[src/rtl/cpu_common_pkg.sv]
// Shared CPU types: memory operation codes, exception payload and the
// data-cache requester state encoding (exported for waveform/debug reuse).
package cpu_common;

    localparam int unsigned EXC_CAUSE_W = 5;
    localparam int unsigned EXC_TVAL_W  = 64;

    typedef enum logic [2:0] {
        MEM_LOAD  = 3'd0,
        MEM_STORE = 3'd1,
        MEM_LR    = 3'd2,
        MEM_SC    = 3'd3,
        MEM_AMO   = 3'd4
    } mem_op_t;

    typedef struct packed {
        logic                   valid;
        logic [EXC_CAUSE_W-1:0] cause;
        logic [EXC_TVAL_W-1:0]  tval;
    } exception_t;

    typedef enum logic [2:0] {
        IDLE  = 3'd0,
        REQ   = 3'd1,
        WAIT  = 3'd2,
        RESP  = 3'd3,
        NOTIF = 3'd4
    } dcache_req_state_e;

endpackage

[src/rtl/dcache_intf.sv]
// Core <-> data-cache channel: request, response (no backpressure) and
// SFENCE/SATP notification handshakes.
interface dcache_intf
    import cpu_common::*;
#(
    parameter int unsigned XLEN = 64
);
    logic            req_valid;
    logic            req_ready;
    logic [XLEN-1:0] req_address;
    logic [XLEN-1:0] req_value;
    mem_op_t         req_op;
    logic [1:0]      req_size;
    logic            req_unsigned;
    logic [6:0]      req_amo;
    logic            req_prv;
    logic            req_sum;
    logic            req_mxr;
    logic [XLEN-1:0] req_atp;

    logic            resp_valid;
    logic [XLEN-1:0] resp_value;
    exception_t      resp_exception;

    logic            notif_valid;
    logic            notif_reason;
    logic            notif_ready;

    modport user (
        output req_valid, req_address, req_value, req_op, req_size, req_unsigned,
               req_amo, req_prv, req_sum, req_mxr, req_atp,
        input  req_ready,
        input  resp_valid, resp_value, resp_exception,
        output notif_valid, notif_reason,
        input  notif_ready
    );

    modport provider (
        input  req_valid, req_address, req_value, req_op, req_size, req_unsigned,
               req_amo, req_prv, req_sum, req_mxr, req_atp,
        output req_ready,
        output resp_valid, resp_value, resp_exception,
        input  notif_valid, notif_reason,
        output notif_ready
    );

endinterface

[src/rtl/dcache_requester.sv]
// Pipeline-side initiator for the data cache: one operation in flight,
// response buffered until consumed, SFENCE/SATP notifications serialised.
module dcache_requester
    import cpu_common::*;
#(
    parameter int unsigned XLEN = 64
) (
    input  logic            clk,
    input  logic            rstn,
    input  logic            pipe_req_valid,
    output logic            pipe_req_ready,
    input  logic [XLEN-1:0] pipe_req_address,
    input  logic [XLEN-1:0] pipe_req_value,
    input  mem_op_t         pipe_req_op,
    input  logic [1:0]      pipe_req_size,
    input  logic            pipe_req_unsigned,
    input  logic [6:0]      pipe_req_amo,
    input  logic            csr_prv,
    input  logic            csr_sum,
    input  logic            csr_mxr,
    input  logic [XLEN-1:0] csr_atp,
    output logic            pipe_resp_valid,
    input  logic            pipe_resp_ready,
    output logic [XLEN-1:0] pipe_resp_value,
    output exception_t      pipe_resp_exception,
    input  logic            flush,
    input  logic            sfence_valid,
    input  logic            sfence_reason,
    output logic            sfence_ready,
    output logic            busy,
    dcache_intf.user        dcache
);

    dcache_req_state_e state_q, state_d;
    logic              req_valid_q, req_valid_d;
    logic              notif_valid_q, notif_valid_d;
    logic              notif_reason_q, notif_reason_d;
    logic              pipe_resp_valid_q, pipe_resp_valid_d;
    logic              sfence_ready_q, sfence_ready_d;
    logic              busy_q, busy_d;
    logic              drop_q, drop_d;
    logic [XLEN-1:0]   addr_q, addr_d;
    logic [XLEN-1:0]   value_q, value_d;
    mem_op_t           op_q, op_d;
    logic [1:0]        size_q, size_d;
    logic              unsigned_q, unsigned_d;
    logic [6:0]        amo_q, amo_d;
    logic              prv_q, prv_d;
    logic              sum_q, sum_d;
    logic              mxr_q, mxr_d;
    logic [XLEN-1:0]   atp_q, atp_d;
    logic [XLEN-1:0]   resp_value_q, resp_value_d;
    exception_t        resp_exc_q, resp_exc_d;
    logic              resp_take;

    assign pipe_req_ready = (state_q == IDLE) && !sfence_valid;
    // A response is only legal once the request has been (or is being) accepted.
    assign resp_take = dcache.resp_valid &&
                       ((state_q == WAIT) || ((state_q == REQ) && dcache.req_ready));

    always_comb begin
        state_d           = state_q;
        req_valid_d       = req_valid_q;
        notif_valid_d     = notif_valid_q;
        notif_reason_d    = notif_reason_q;
        pipe_resp_valid_d = pipe_resp_valid_q;
        sfence_ready_d    = 1'b0;
        drop_d            = drop_q;
        addr_d            = addr_q;
        value_d           = value_q;
        op_d              = op_q;
        size_d            = size_q;
        unsigned_d        = unsigned_q;
        amo_d             = amo_q;
        prv_d             = prv_q;
        sum_d             = sum_q;
        mxr_d             = mxr_q;
        atp_d             = atp_q;
        resp_value_d      = resp_value_q;
        resp_exc_d        = resp_exc_q;

        case (state_q)
            IDLE: begin
                // sfence_ready_q masks the notification that just completed.
                if (sfence_valid && !sfence_ready_q) begin
                    state_d        = NOTIF;
                    notif_valid_d  = 1'b1;
                    notif_reason_d = sfence_reason;
                end else if (pipe_req_valid && pipe_req_ready) begin
                    state_d     = REQ;
                    req_valid_d = 1'b1;
                    drop_d      = 1'b0;
                    addr_d      = pipe_req_address;
                    value_d     = pipe_req_value;
                    op_d        = pipe_req_op;
                    size_d      = pipe_req_size;
                    unsigned_d  = pipe_req_unsigned;
                    amo_d       = pipe_req_amo;
                    prv_d       = csr_prv;
                    sum_d       = csr_sum;
                    mxr_d       = csr_mxr;
                    atp_d       = csr_atp;
                end
            end
            REQ: begin
                if (flush) drop_d = 1'b1;
                if (dcache.req_ready) begin
                    req_valid_d = 1'b0;
                    state_d     = WAIT;
                end
            end
            WAIT: begin
                if (flush) drop_d = 1'b1;
            end
            RESP: begin
                if (pipe_resp_ready || flush) begin
                    pipe_resp_valid_d = 1'b0;
                    state_d           = IDLE;
                end
            end
            NOTIF: begin
                if (dcache.notif_ready) begin
                    notif_valid_d  = 1'b0;
                    sfence_ready_d = 1'b1;
                    state_d        = IDLE;
                end
            end
            default: state_d = IDLE;
        endcase

        // Flushed operations still complete on the cache side; only the result is discarded.
        if (resp_take) begin
            resp_value_d = dcache.resp_value;
            resp_exc_d   = dcache.resp_exception;
            if (drop_q || flush) begin
                state_d = IDLE;
                drop_d  = 1'b0;
            end else begin
                state_d           = RESP;
                pipe_resp_valid_d = 1'b1;
            end
        end

        busy_d = (state_d != IDLE);
    end

    always_ff @(posedge clk or negedge rstn) begin
        if (!rstn) begin
            state_q           <= IDLE;
            req_valid_q       <= 1'b0;
            notif_valid_q     <= 1'b0;
            notif_reason_q    <= 1'b0;
            pipe_resp_valid_q <= 1'b0;
            sfence_ready_q    <= 1'b0;
            busy_q            <= 1'b0;
            drop_q            <= 1'b0;
            addr_q            <= '0;
            value_q           <= '0;
            op_q              <= MEM_LOAD;
            size_q            <= '0;
            unsigned_q        <= 1'b0;
            amo_q             <= '0;
            prv_q             <= 1'b0;
            sum_q             <= 1'b0;
            mxr_q             <= 1'b0;
            atp_q             <= '0;
            resp_value_q      <= '0;
            resp_exc_q        <= '0;
        end else begin
            state_q           <= state_d;
            req_valid_q       <= req_valid_d;
            notif_valid_q     <= notif_valid_d;
            notif_reason_q    <= notif_reason_d;
            pipe_resp_valid_q <= pipe_resp_valid_d;
            sfence_ready_q    <= sfence_ready_d;
            busy_q            <= busy_d;
            drop_q            <= drop_d;
            addr_q            <= addr_d;
            value_q           <= value_d;
            op_q              <= op_d;
            size_q            <= size_d;
            unsigned_q        <= unsigned_d;
            amo_q             <= amo_d;
            prv_q             <= prv_d;
            sum_q             <= sum_d;
            mxr_q             <= mxr_d;
            atp_q             <= atp_d;
            resp_value_q      <= resp_value_d;
            resp_exc_q        <= resp_exc_d;
        end
    end

    assign dcache.req_valid    = req_valid_q;
    assign dcache.req_address  = addr_q;
    assign dcache.req_value    = value_q;
    assign dcache.req_op       = op_q;
    assign dcache.req_size     = size_q;
    assign dcache.req_unsigned = unsigned_q;
    assign dcache.req_amo      = amo_q;
    assign dcache.req_prv      = prv_q;
    assign dcache.req_sum      = sum_q;
    assign dcache.req_mxr      = mxr_q;
    assign dcache.req_atp      = atp_q;
    assign dcache.notif_valid  = notif_valid_q;
    assign dcache.notif_reason = notif_reason_q;

    assign pipe_resp_valid     = pipe_resp_valid_q;
    assign pipe_resp_value     = resp_value_q;
    assign pipe_resp_exception = resp_exc_q;
    assign sfence_ready        = sfence_ready_q;
    assign busy                = busy_q;

    // The cache has no response backpressure, so a response outside an access is a protocol bug.
    resp_only_when_expected: assert property (@(posedge clk) disable iff (!rstn)
        dcache.resp_valid |-> ((state_q == WAIT) || ((state_q == REQ) && dcache.req_ready)));

endmodule

[src/flat_wrapper.sv]
// flat-port wrapper written by rule: the top's interface ports become plain ports
module dcache_requester_flat import cpu_common::*;
#(
    parameter int unsigned XLEN = 64
)
  (clk, rstn, pipe_req_valid, pipe_req_ready, pipe_req_address, pipe_req_value, pipe_req_op, pipe_req_size, pipe_req_unsigned, pipe_req_amo, csr_prv, csr_sum, csr_mxr, csr_atp, pipe_resp_valid, pipe_resp_ready, pipe_resp_value, pipe_resp_exception, flush, sfence_valid, sfence_reason, sfence_ready, busy, dcache_req_valid, dcache_req_address, dcache_req_value, dcache_req_op, dcache_req_size, dcache_req_unsigned, dcache_req_amo, dcache_req_prv, dcache_req_sum, dcache_req_mxr, dcache_req_atp, dcache_req_ready, dcache_resp_valid, dcache_resp_value, dcache_resp_exception, dcache_notif_valid, dcache_notif_reason, dcache_notif_ready);
  dcache_intf #(.XLEN(XLEN)) dcache_i ();
  input  logic clk;
  input  logic rstn;
  input  logic pipe_req_valid;
  output logic pipe_req_ready;
  input  logic [XLEN-1:0] pipe_req_address;
  input  logic [XLEN-1:0] pipe_req_value;
  input  mem_op_t pipe_req_op;
  input  logic [1:0] pipe_req_size;
  input  logic pipe_req_unsigned;
  input  logic [6:0] pipe_req_amo;
  input  logic csr_prv;
  input  logic csr_sum;
  input  logic csr_mxr;
  input  logic [XLEN-1:0] csr_atp;
  output logic pipe_resp_valid;
  input  logic pipe_resp_ready;
  output logic [XLEN-1:0] pipe_resp_value;
  output exception_t pipe_resp_exception;
  input  logic flush;
  input  logic sfence_valid;
  input  logic sfence_reason;
  output logic sfence_ready;
  output logic busy;
  output wire logic [$bits(dcache_i.req_valid)-1:0] dcache_req_valid;
  output wire logic [$bits(dcache_i.req_address)-1:0] dcache_req_address;
  output wire logic [$bits(dcache_i.req_value)-1:0] dcache_req_value;
  output wire logic [$bits(dcache_i.req_op)-1:0] dcache_req_op;
  output wire logic [$bits(dcache_i.req_size)-1:0] dcache_req_size;
  output wire logic [$bits(dcache_i.req_unsigned)-1:0] dcache_req_unsigned;
  output wire logic [$bits(dcache_i.req_amo)-1:0] dcache_req_amo;
  output wire logic [$bits(dcache_i.req_prv)-1:0] dcache_req_prv;
  output wire logic [$bits(dcache_i.req_sum)-1:0] dcache_req_sum;
  output wire logic [$bits(dcache_i.req_mxr)-1:0] dcache_req_mxr;
  output wire logic [$bits(dcache_i.req_atp)-1:0] dcache_req_atp;
  input wire logic [$bits(dcache_i.req_ready)-1:0] dcache_req_ready;
  input wire logic [$bits(dcache_i.resp_valid)-1:0] dcache_resp_valid;
  input wire logic [$bits(dcache_i.resp_value)-1:0] dcache_resp_value;
  input wire logic [$bits(dcache_i.resp_exception)-1:0] dcache_resp_exception;
  output wire logic [$bits(dcache_i.notif_valid)-1:0] dcache_notif_valid;
  output wire logic [$bits(dcache_i.notif_reason)-1:0] dcache_notif_reason;
  input wire logic [$bits(dcache_i.notif_ready)-1:0] dcache_notif_ready;
  assign dcache_req_valid = dcache_i.req_valid;
  assign dcache_req_address = dcache_i.req_address;
  assign dcache_req_value = dcache_i.req_value;
  assign dcache_req_op = dcache_i.req_op;
  assign dcache_req_size = dcache_i.req_size;
  assign dcache_req_unsigned = dcache_i.req_unsigned;
  assign dcache_req_amo = dcache_i.req_amo;
  assign dcache_req_prv = dcache_i.req_prv;
  assign dcache_req_sum = dcache_i.req_sum;
  assign dcache_req_mxr = dcache_i.req_mxr;
  assign dcache_req_atp = dcache_i.req_atp;
  assign dcache_i.req_ready = dcache_req_ready;
  assign dcache_i.resp_valid = dcache_resp_valid;
  assign dcache_i.resp_value = dcache_resp_value;
  assign dcache_i.resp_exception = dcache_resp_exception;
  assign dcache_notif_valid = dcache_i.notif_valid;
  assign dcache_notif_reason = dcache_i.notif_reason;
  assign dcache_i.notif_ready = dcache_notif_ready;
  dcache_requester #(.XLEN(XLEN)) u_core (.clk(clk), .rstn(rstn), .pipe_req_valid(pipe_req_valid), .pipe_req_ready(pipe_req_ready), .pipe_req_address(pipe_req_address), .pipe_req_value(pipe_req_value), .pipe_req_op(pipe_req_op), .pipe_req_size(pipe_req_size), .pipe_req_unsigned(pipe_req_unsigned), .pipe_req_amo(pipe_req_amo), .csr_prv(csr_prv), .csr_sum(csr_sum), .csr_mxr(csr_mxr), .csr_atp(csr_atp), .pipe_resp_valid(pipe_resp_valid), .pipe_resp_ready(pipe_resp_ready), .pipe_resp_value(pipe_resp_value), .pipe_resp_exception(pipe_resp_exception), .flush(flush), .sfence_valid(sfence_valid), .sfence_reason(sfence_reason), .sfence_ready(sfence_ready), .busy(busy), .dcache(dcache_i));
endmodule
[config.mk]
export PLATFORM = sky130hd
export DESIGN_NAME = dcache_requester_flat
export DESIGN_NICKNAME = d
export VERILOG_FILES = /design/src/rtl/cpu_common_pkg.sv /design/src/rtl/dcache_intf.sv /design/src/rtl/dcache_requester.sv /design/src/flat_wrapper.sv
export SDC_FILE = /design/constraint.sdc
export NUM_CORES = 1
export LEC_CHECK = 0
export CAP_MARGIN = 20
export CELL_PAD_IN_SITES_DETAIL_PLACEMENT = 0
export CELL_PAD_IN_SITES_GLOBAL_PLACEMENT = 2
export CORE_AREA = 5 5 268 270
export DETAILED_ROUTE_END_ITERATION = 10
export DIE_AREA = 0 0 273 275
export GPL_TIMING_DRIVEN = 0
export PLACE_DENSITY_LB_ADDON = 0.1
export SLEW_MARGIN = 20
export SYNTH_ARGS = -nofsm -noshare
export SYNTH_HDL_FRONTEND = slang
export SYNTH_SLANG_ARGS = --single-unit
[constraint.sdc]
create_clock -name clk -period 5.2 [get_ports clk]
set_input_delay 0.52 -clock clk [delete_from_list [all_inputs] [get_ports clk]]
set_output_delay 0.52 -clock clk [all_outputs]
set_load 0.03 [all_outputs]
==> Word level (Yosys, flattened, before mapping) <==
Cells that the tools add are included.
{ "word_totals": {"wordCells": 78, "inputBits": 352, "ff_bits": 352, "out_inout_bits": 349} }
{ "classes": {"n_mux": 27, "n_reduce_logical": 19, "n_eq_ne": 9, "n_bitwise": 1} }
{ "ops": {"columns": ["cell", "n"], "rows": [
  ["$mux 3", 6],
  ["$mux 1", 16],
  ["$pmux 3 s5", 1],
  ["$ne 2x2->1 const B", 5],
  ["$eq 3x2->1 const B", 2],
  ["$pmux 1 s2", 3],
  ["$reduce_and 3->1", 2],
  ["$logic_and 1x1->1", 5],
  ["$reduce_and 4->1", 1],
  ["$reduce_bool 2->1", 2],
  ["$eq 3x1->1 const B", 1],
  ["$eq 3x3->1 const B", 1],
  ["$logic_not 3->1", 1],
  ["$logic_or 1x1->1", 3],
  ["$reduce_bool 3->1", 1],
  ["$logic_not 1->1", 2],
  ["$mux 2", 1],
  ["$reduce_and 2->1", 1],
  ["$reduce_or 2->1", 1],
  ["$not 1->1", 1]
]} }

==> Longest topological paths before layout <==
Gate-level depths: netlist (run 1).
{ "logic_depth": {"depth_word": 8, "mapped_depth": 8, "mapped_depth_nobuf": 4} }

==> Worst setup path after synthesis (run 1) <==
No wires, ideal clock.
{ "synth_timing": {"path_kind": "register to register", "startpoint": "register u_core.state_q[1]", "endpoint": "register u_core.amo_q[0] (netlist: u_core.dcache.req_amo[0])", "path_stages_with_launch": 9, "slack_ns": 3.417, "synth_period_minus_slack_ns": 1.783, "arrival_ns": 1.667, "n_path_buf": 4, "setup_ns": 0.117, "t_required_ns": 5.083, "cell_sequence": "dfrtp_1 -> buf_6 -> nor4_4 -> nand2_1 -> buf_2 -> buf_6 -> buf_6 -> nand2_1 -> nand2_1"} }
{ "synth_via": {"elab_chain_len": 4} }
{ "synth_rtl": {"columns": ["item", "line", "source"], "rows": [
  ["from (decl)", "dcache_requester.sv:34", "dcache_req_state_e state_q, state_d;"],
  ["from (signal assigned)", "dcache_requester.sv:170", "state_q <= state_d;"],
  ["$logic_not 3->1", "dcache_requester.sv:56", "assign pipe_req_ready = (state_q == IDLE) && !sfence_valid;"],
  ["$logic_and 1x1->1", "dcache_requester.sv:56", null],
  ["via pipe_req_ready", "flat_wrapper.sv:11", "output logic pipe_req_ready;"],
  ["$logic_and 1x1->1", "dcache_requester.sv:89", "end else if (pipe_req_valid && pipe_req_ready) begin"],
  ["$reduce_and 3->1 (no line)", null, null],
  ["to (signal assigned)", "dcache_requester.sv:183", "amo_q <= amo_d;"],
  ["to (decl)", "dcache_requester.sv:47", "logic [6:0] amo_q, amo_d;"]
]} }
The timed path passes the listed nets, and every way through them passes these cells.
A chain may end at the register's enable or synchronous reset.

==> Worst setup path in the final report (run 1) <==
{ "layout_timing": {"startpoint": "register u_core.state_q[0]", "endpoint": "output pipe_req_ready"} }
{ "layout_via": {"elab_chain_len": 2} }
{ "layout_rtl": {"columns": ["item", "line"], "rows": [
  ["$logic_not 3->1", "dcache_requester.sv:56"],
  ["$logic_and 1x1->1", "dcache_requester.sv:56"],
  ["to (decl)", "flat_wrapper.sv:11"]
]} }
No other way between the ends.

==> results of run 1 <==
## logic make-up after synthesis
kind of cell           synth area share [%]
AO/OA/AOI/OAI                        0.5896
multiplexers                          14.14
flip-flops                            62.89
AND/OR/NAND/NOR                       17.73
buffers and inverters                 4.654
## repair_timing
action                                 4_1_cts  5_1_grt
setup endpoints to repair                    0        0
endpoints found under the hold margin       37        0
hold buffers                                 1        0
setup buffers                                0        0
## registers in the layout (all words and copies together), names as in the netlist, 2 cells and up
| register | flops |
|---|---|
| u_core.pipe_resp_value | 64 |
| u_core.state_q | 3 |
| u_core.dcache.req_op | 3 |
| u_core.pipe_resp_exception | 70 |
| u_core.dcache.req_address | 64 |
| u_core.dcache.req_size | 2 |
| u_core.dcache.req_value | 64 |
| u_core.dcache.req_atp | 64 |
| u_core.dcache.req_amo | 7 |
## cell usage in the layout, fill, tap and decap left out, drive strengths merged, types with 2 or more instances in the layout
cell type      instances
nand2                634
dfrtp                352
diode                 14
nor4                   2
nor2                   3
mux2                 135
o21ai                  3
clkinv                 5
a31oi                  2
a21oi                  2
buf                   58
inv                    2
clkdlybuf4s50        699
nand2b                 4
clkbuf                89
## worst max path at each step
stage | depth (start not counted) | from | endpoint | slack, ps
floorplan | 8 | u_core.state_q[1] | u_core.dcache.req_amo[0] | 3420
global route | 3 | u_core.state_q[2] | pipe_req_ready | 2260
CTS | 2 | u_core.state_q[0] | pipe_req_ready | 2300
detailed placement | 3 | sfence_valid | pipe_req_ready | 2560
global placement | 1 | rstn | u_core.dcache.req_address[60] | -14330
finish | 2 | u_core.state_q[0] | pipe_req_ready | 2340
## layer usage
layer | vias up | GRT usage [%] | wire [um]
li1 | 5348 | - | -
met2 | 455 | 28.43 | 31940
met3 | 108 | 9.105 | 7673
met1 | 5429 | 17.33 | 23610
met5 | - | 0 | 231
met4 | 32 | 4.527 | 1524
## report_power, final
group | internal, W | total [W] | switching (W) | leakage (nW)
clock network | 0.00197 | 0.00325 | 0.00128 | 0.767
registers | 0.00407 | 0.00478 | 0.000710 | 4.31
logic | 0.00364 | 0.00845 | 0.00480 | 5.84
total | 0.00968 | 0.0165 | 0.00679 | 10.9
## through the flow
step / area [sq um] / power [W] / TNS (ps)
floorplan: 14010 / 0.009313 / 0
global placement: 22190 / 0.01341 / -5019510
detailed placement: 22310 / 0.01339 / 0
CTS: 23870 / 0.01680 / 0
global route: 23880 / 0.01735 / 0
finish: 23900 / 0.01647 / 0
## critical path, stage by stage, from the launching register on
cell	delay [ps]
dfrtp_1	470
nor4_4	380
clkdlybuf4s50_1	910
## area by class of cell
class	count	area, sq um
antenna	14	35.03
buffer	63	644.4
clock buffer	79	1519
clock inverter	6	32.53
fill	6946	45400
inverter	2	7.507
multi-input combinational	796	4547
sequential	352	8808
tap	940	1176
timing repair buffer	705	7132
==> flow_summary.yaml, run 1 <==
run_status:
  status: "complete, no violations"
logic_synthesis:
  seq_area_frac_synth_pct: 62.89
  synth_area_leader_cell: "dfrtp_1"
  synth_nets: 1565
  ys_async_sr_fraction_pct: 100.0
  ys_top_cells_by_count: "nand2_1, dfrtp_1, mux2_4, buf_4"
  syn_area_per_cell_sq_um: 11.55
  synthMostInstantiatedCell: "nand2_1"
  syn_inst: 1213
  yosysWarnings: 0
  synthTopCellsByArea: "dfrtp_1, nand2_1, mux2_4"
  synth_edf_count: 0
  ys.flop_type: "dfrtp_1"
  ys_ff_latch: 352
  synth_top_area_share_pct: 62.89
  syn_area_sq_um: 14010
  ys_types: 31
timing:
  fin_crit_ps: 2855
  finalMaxSlewViolations: 0
  relSlewSlack_pct: 62.69
  rsz0062_at_grt: "false"
  hold_viol: 0
  hold_ws_ps: 418.9
  worst_pin_slew_ps: 557.9
  fin_ws_ps: 2345
  fin_crit_sh_pct: 54.91
  skew_ps: 15.33
  fmax_ghz: 0.3502
  setup_violations: 0
floorplan:
  start_util_pct: 20.21
  ios: 701
  chipWidth_um: 273
  std_cell_rows: 97
  die_area_sq_um: 75080
  coreArea_sq_um: 69300
  die_h_um: 275
finish:
  instances_no_fill: 2957
  syn_to_final_growth_pct: 70.64
  drive_gt1_share_pct: 13.03
  final_util_pct: 34.49
  final_nets: 2319
place:
  hpwl_um: 50600
  pre_cts_slack_ps: 2556
  dp_cells: 2857
  port-buffer-count: 700
  place_congestion: 0.8048
clock_tree:
  cts_tree: "yes"
  cts.clk_slew.worst_paths_ps: 60
  cts_htree_levels: 2
  clock_sinks: 352
  cts_resized: 0
  numCtsBuffers: 47
  cts-root-buf: "clkbuf_16"
  cts_buffer_depth: 3
  clock_latency_ps: 570
global_routing:
  grt-ovfl-total: 0
  grt_pass1_vias: 12033
  grt_pass1_wl_um: 89850
  track_usage_pct: 16.41
  grt_max_degree: 89
  antenna_found_initial: 31
worst_setup_path:
  critPathLaunchType: "flip-flop"
  r2r_slack_ps: 3290
  cp-end-kind: "output pin"
  reg2reg_to: "u_core.pipe_resp_exception[3]"
  critPathMaxFanout: 8
  worstPathRequired_ps: 4680
  rr_worst_depth: 6
  r2r-start: "u_core.state_q[1]"
  arrival_ps: 2340
  critPathKind: "reg2out"
power:
  peakVddDrop_uv: 279.1
  p_leak_nw: 10.92
  p_per_area_nw_per_um2: 689.2
detailed_routing:
  drc: 0
  vias: 11372
  drt-initial-drc-count: 454
  via_per_inst: 3.846
  antenna_left: 0
  routed_wl_um: 64980
  wl_per_cell_um: 21.97
  firstDrtPassIters: 8
min_path:
  hp-class: "in2async"
flow_run:
  maxCapViolCount: 0
(Power assumes the default switching activity.)
==> inputs of run 2 (changes only) <==
--- a/config.mk
+++ b/config.mk
@@ -8,9 +8,9 @@
 export CAP_MARGIN = 20
 export CELL_PAD_IN_SITES_DETAIL_PLACEMENT = 0
 export CELL_PAD_IN_SITES_GLOBAL_PLACEMENT = 2
-export CORE_AREA = 5 5 268 270
+export CORE_AREA = 5 5 270 272
 export DETAILED_ROUTE_END_ITERATION = 10
-export DIE_AREA = 0 0 273 275
+export DIE_AREA = 0 0 275 277
 export GPL_TIMING_DRIVEN = 0
 export PLACE_DENSITY_LB_ADDON = 0.1
 export SLEW_MARGIN = 20
==> constraint.sdc (replaced) <==
create_clock -name clk -period 2.9 [get_ports clk]
set_input_delay 0.29 -clock clk [delete_from_list [all_inputs] [get_ports clk]]
set_output_delay 0.29 -clock clk [all_outputs]
set_load 0.03 [all_outputs]
==> run 2 against run 1 <==
Against the previous run: critical path type unchanged; hold slack worse by 210 ps; clock skew is 2.0 ps lower; largest power group unchanged; sequential power is 79% higher; sequential share of layout area is 0.18 points lower.
==> flow_summary.yaml, run 2 (synthesis gave the netlist of run 1 again) <==
worst_setup_path:
  worstPathRequired_ps: 2610
  reg2reg_to: "u_core.pipe_resp_exception[0]"
  cp_top_family: "buffers and inverters"
  crit_slowest_cell: "clkdlybuf4s50_1"
  arrival_ps: 2220
  r2r_slack_ps: 980
  cp.buffers_inverters: 1
  critical_path.cell_chain: "nor4_4 > clkdlybuf4s50_1"
  cp_slowest_stage_delay_ps: 810
  critPathMaxFanout: 8
  critPathLaunchType: "flip-flop"
  cp-end-kind: "output pin"
  rr_worst_depth: 6
  critPathKind: "reg2out"
  r2r-start: "u_core.state_q[1]"
global_routing:
  grt_pass1_wl_um: 91500
  antenna_found_initial: 20
  grt-ovfl-total: 0
  grt_max_degree: 84
  grt_pass1_vias: 12331
  track_usage_pct: 16.40
floorplan:
  start_util_pct: 19.87
  die_h_um: 277
  chipWidth_um: 275
  ios: 701
  std_cell_rows: 98
  die_area_sq_um: 76180
  coreArea_sq_um: 70510
place:
  dp_cells: 2867
  hpwl_um: 50510
  place_congestion: 0.7901
  port-buffer-count: 700
clock_tree:
  cts_tree: "yes"
  cts.clk_slew.worst_paths_ps: 60
  cts_resized: 0
  cts_htree_levels: 2
  cts-root-buf: "clkbuf_16"
  cts_buffer_depth: 3
  clock_sinks: 352
  clock_latency_ps: 580
  numCtsBuffers: 48
finish:
  layout_commonest_cell: "clkdlybuf4s50_1"
  drive_gt1_share_pct: 13.31
  final.fill_count: 7106
  final_cell_mix: "clkdlybuf4s50_1, nand2_1, dfrtp_1, mux2_4, clkbuf_16"
  syn_to_final_growth_pct: 71.50
  largest_reg_flops: 70
  final_nets: 2320
  instances_no_fill: 2964
  final_util_pct: 34.07
timing:
  hold_viol: 0
  setup_violations: 0
  worst_pin_slew_ps: 612.3
  fin_crit_sh_pct: 86.46
  finalMaxSlewViolations: 0
  skew_ps: 13.31
  fin_crit_ps: 2507
  fin_setup_tns_ps: 0
  relSlewSlack_pct: 59.05
  rsz0062_at_grt: "false"
  hold_ws_ps: 208.6
  fmax_ghz: 0.3988
detailed_routing:
  vias: 11328
  via_per_inst: 3.822
  wl_per_cell_um: 21.87
  firstDrtPassIters: 4
  drt-initial-drc-count: 485
  routed_wl_um: 64810
  drc: 0
  antenna_left: 0
power:
  p_per_area_nw_per_um2: 1248
  p_seq_share_pct: 28.6
  netSwitchingPower_w: 0.01228
  p_clk_share_pct: 20.7
  internal_power_w: 0.01769
  combPwrFrac_pct: 50.6
  switching_share_pct: 40.97
  peakVddDrop_uv: 461.7
  p_leak_nw: 10.98
run_status:
  status: "complete, no violations"
min_path:
  hp-class: "in2async"
flow_run:
  maxCapViolCount: 0
run 2: layer usage:
metal  global-route usage, %  vias up  share of wire, %
li1                        -     5339                 -
met1                   17.44     5456                36
met2                   29.32      421                51
met3                   7.624       92                11
met4                   4.131       20               2.1
met5                       0        -              0.19
run 2: what timing repair did:
| action | in CTS | in global routing |
|---|---|---|
| hold buffers | 1 | 0 |
| buffers inserted | 0 | 0 |
| setup endpoints to repair | 0 | 0 |
| endpoints found under the hold margin | 47 | 0 |
run 2: worst max-delay path by stage:
stage                                               end              start  cells after the start
after floorplan                u_core.dcache.req_amo[0]  u_core.state_q[1]                      8
after global placement     u_core.dcache.req_address[0]               rstn                      1
after detailed placement  u_core.pipe_resp_exception[0]   dcache_req_ready                      6
after CTS                                pipe_req_ready  u_core.state_q[0]                      2
after global routing                     pipe_req_ready  u_core.state_q[0]                      2
final                                    pipe_req_ready  u_core.state_q[0]                      2
run 2: layout make-up:
type	instances	area (sq um)	share of cell area (%)
clock inverter	11	141.4	0.5886
tap	950	1189	4.948
buffer	63	644.4	2.682
sequential	352	8808	36.67
inverter	2	7.507	0.03125
antenna	8	20.02	0.08334
timing repair buffer	705	7132	29.69
multi-input combinational	796	4547	18.93
clock buffer	77	1533	6.381
run 2: stage by stage:
stage / total power (W) / cell area (sq um) / setup slack, ps
final: 0.02997 / 24020 / 392.7
after CTS: 0.03057 / 24000 / 318.8
after floorplan: 0.01670 / 14010 / 1117
after global placement: 0.02407 / 22200 / -16420
after detailed placement: 0.02405 / 22320 / 726.4
after global routing: 0.03156 / 24010 / 276.5
run 2: power by group through the flow:
stage / sequential, W / combinational [W] / clock (W)
finish: 0.00858 / 0.0152 / 0.00622
global route: 0.00889 / 0.0160 / 0.00665
CTS: 0.00860 / 0.0155 / 0.00649
detailed placement: 0.00863 / 0.0154 / 0
global placement: 0.00861 / 0.0155 / 0
floorplan: 0.0132 / 0.00346 / 0
==> inputs of run 3 (changes only) <==
--- a/config.mk
+++ b/config.mk
@@ -5,12 +5,13 @@
 export SDC_FILE = /design/constraint.sdc
 export NUM_CORES = 1
 export LEC_CHECK = 0
+export ABC_CLOCK_PERIOD_IN_PS = 2900
 export CAP_MARGIN = 20
 export CELL_PAD_IN_SITES_DETAIL_PLACEMENT = 0
 export CELL_PAD_IN_SITES_GLOBAL_PLACEMENT = 2
-export CORE_AREA = 5 5 270 272
+export CORE_AREA = 4 4 269 271
 export DETAILED_ROUTE_END_ITERATION = 10
-export DIE_AREA = 0 0 275 277
+export DIE_AREA = 0 0 273 275
 export GPL_TIMING_DRIVEN = 0
 export PLACE_DENSITY_LB_ADDON = 0.1
 export SLEW_MARGIN = 20
==> run 3 against run 2 <==
Against the previous run: clock power down 10%; count of clock-buffer cells in the layout down 2; utilization about the same; setup slack worse by 56 ps; sequential share of layout area up 0.33 points; critical path depth unchanged; register-to-register slack better by 50 ps; sequential power about the same; flip-flop and latch count unchanged; largest power group unchanged; critical path type unchanged; highest routed layer unchanged.
==> flow_summary.yaml, run 3 (synthesis gave the netlist of run 1 again) <==
run_status:
  status: "complete, no violations"
finish:
  syn_to_final_growth_pct: 69.95
  largest_reg_flops: 70
  final_cell_mix: "clkdlybuf4s50_1, nand2_1, dfrtp_1, mux2_4, clkbuf_16"
  multi_input_area_sq_um: 4547
  final_util_pct: 34.11
  layout_commonest_cell: "clkdlybuf4s50_1"
  final-seq-area_sq_um: 8808
  final_nets: 2319
  drive_gt1_share_pct: 12.66
  final.fill_count: 7071
power:
  netSwitchingPower_w: 0.01212
  p_seq_share_pct: 29.2
  peakVddDrop_uv: 592.4
  switching_share_pct: 41.40
  internal_power_w: 0.01716
  p_per_area_nw_per_um2: 1230
  power_w: 0.02928
  combPwrFrac_pct: 51.6
  p_leak_nw: 10.87
  p_clk_share_pct: 19.1
clock_tree:
  cts-root-buf: "clkbuf_16"
  cts_tree: "yes"
  cts_buffer_depth: 3
  numCtsBuffers: 47
  cts_htree_levels: 2
  clock_latency_ps: 580
  cts.clk_slew.worst_paths_ps: 60
  clock_sinks: 352
  cts_setup_buffers: 0
floorplan:
  die_area_sq_um: 75080
  chipWidth_um: 273
  ios: 701
  std_cell_rows: 97
  coreArea_sq_um: 69790
  start_util_pct: 20.07
  die_h_um: 275
timing:
  setup_violations: 0
  fmax_ghz: 0.3902
  hold_ws_ps: 236.0
  hold_viol: 0
  finalMaxSlewViolations: 0
  fin_crit_sh_pct: 88.38
  worst_pin_slew_ps: 595.9
  relSlewSlack_pct: 60.28
  skew_ps: 16.53
  fin_setup_tns_ps: 0
  rsz0062_at_grt: "false"
  fin_crit_ps: 2563
worst_setup_path:
  r2r-start: "u_core.state_q[1]"
  rr_worst_depth: 6
  worstPathRequired_ps: 2610
  reg2reg_to: "u_core.pipe_resp_exception[3]"
  critPathLaunchType: "flip-flop"
  arrival_ps: 2270
  critPathMaxFanout: 8
  cp-end-kind: "output pin"
  critPathKind: "reg2out"
  r2r_slack_ps: 1030
global_routing:
  grt_max_degree: 86
  grt-ovfl-total: 0
  antenna_found_initial: 26
  grt_pass1_wl_um: 89470
  track_usage_pct: 16.33
  grt_pass1_vias: 12160
place:
  hpwl_um: 50080
  port-buffer-count: 700
  place_congestion: 0.8059
detailed_routing:
  drc: 0
  via_per_inst: 3.825
  antenna_left: 0
  drt-initial-drc-count: 462
  firstDrtPassIters: 4
  routed_wl_um: 63590
  vias: 11281
  wl_per_cell_um: 21.56
min_path:
  whs_path_depth: 3
  min_to: "u_core.dcache.req_address[15]"
  min-delay-start: "pipe_req_address[15]"
  hp-class: "in2reg"
flow_run:
  maxCapViolCount: 0
## run 3: critical path, cell delays in order (launching register included)
cell and delay [ps]:
dfrtp_1 470, nor4_4 370, clkdlybuf4s50_1 840
## run 3: power by group through the flow
stage | combinational, W | sequential, W | clock (W)
6_report | 0.0151 | 0.00856 | 0.00560
3_3_place_gp | 0.0154 | 0.00859 | 0
3_5_place_dp | 0.0154 | 0.00862 | 0
4_1_cts | 0.0154 | 0.00859 | 0.00588
5_1_grt | 0.0160 | 0.00889 | 0.00603
2_1_floorplan | 0.00346 | 0.0132 | 0
## run 3: routing by layer
layer | routed length [um] | share of wire (%) | track usage [%] | vias up
li1 | - | - | - | 5346
met1 | 22550 | 35 | 16.85 | 5384
met2 | 31960 | 50 | 28.89 | 423
met3 | 7657 | 12 | 8.835 | 98
met4 | 1240 | 1.9 | 4.466 | 30
met5 | 183 | 0.29 | 0 | -
## run 3: worst max-delay path by stage
stage	from	end	slack [ps]	depth (start not counted)
after floorplan	u_core.state_q[1]	u_core.dcache.req_amo[0]	1120	8
after CTS	u_core.state_q[0]	pipe_req_ready	220	2
after global placement	rstn	u_core.dcache.req_address[22]	-16350	1
final	u_core.state_q[0]	pipe_req_ready	340	2
after global routing	u_core.state_q[2]	pipe_req_ready	220	3
after detailed placement	sfence_valid	pipe_req_ready	690	3
## run 3: repair_timing
item,4_1_cts,5_1_grt
hold buffers,1,0
endpoints found under the hold margin,62,0
resized for setup,0,0
## run 3: final cells by class
type / instances / share of cell area, %
Buffer: 63 / 2.707
Multi-Input combinational cell: 796 / 19.10
Antenna cell: 11 / 0.1156
Clock inverter: 5 / 0.1682
Sequential cell: 352 / 37.00
Clock buffer: 75 / 5.976
Timing Repair Buffer: 705 / 29.96
Inverter: 2 / 0.03154
Tap cell: 940 / 4.941
## run 3: metrics by stage
stage               std cells  cell area [sq um]  worst slack (ps)
finish                   2949              23810             337.1
global route             2943              23790             218.4
CTS                      2938              23780             224.8
detailed placement       2857              22310             691.1
global placement         2853              22190            -16350
floorplan                1213              14010              1117
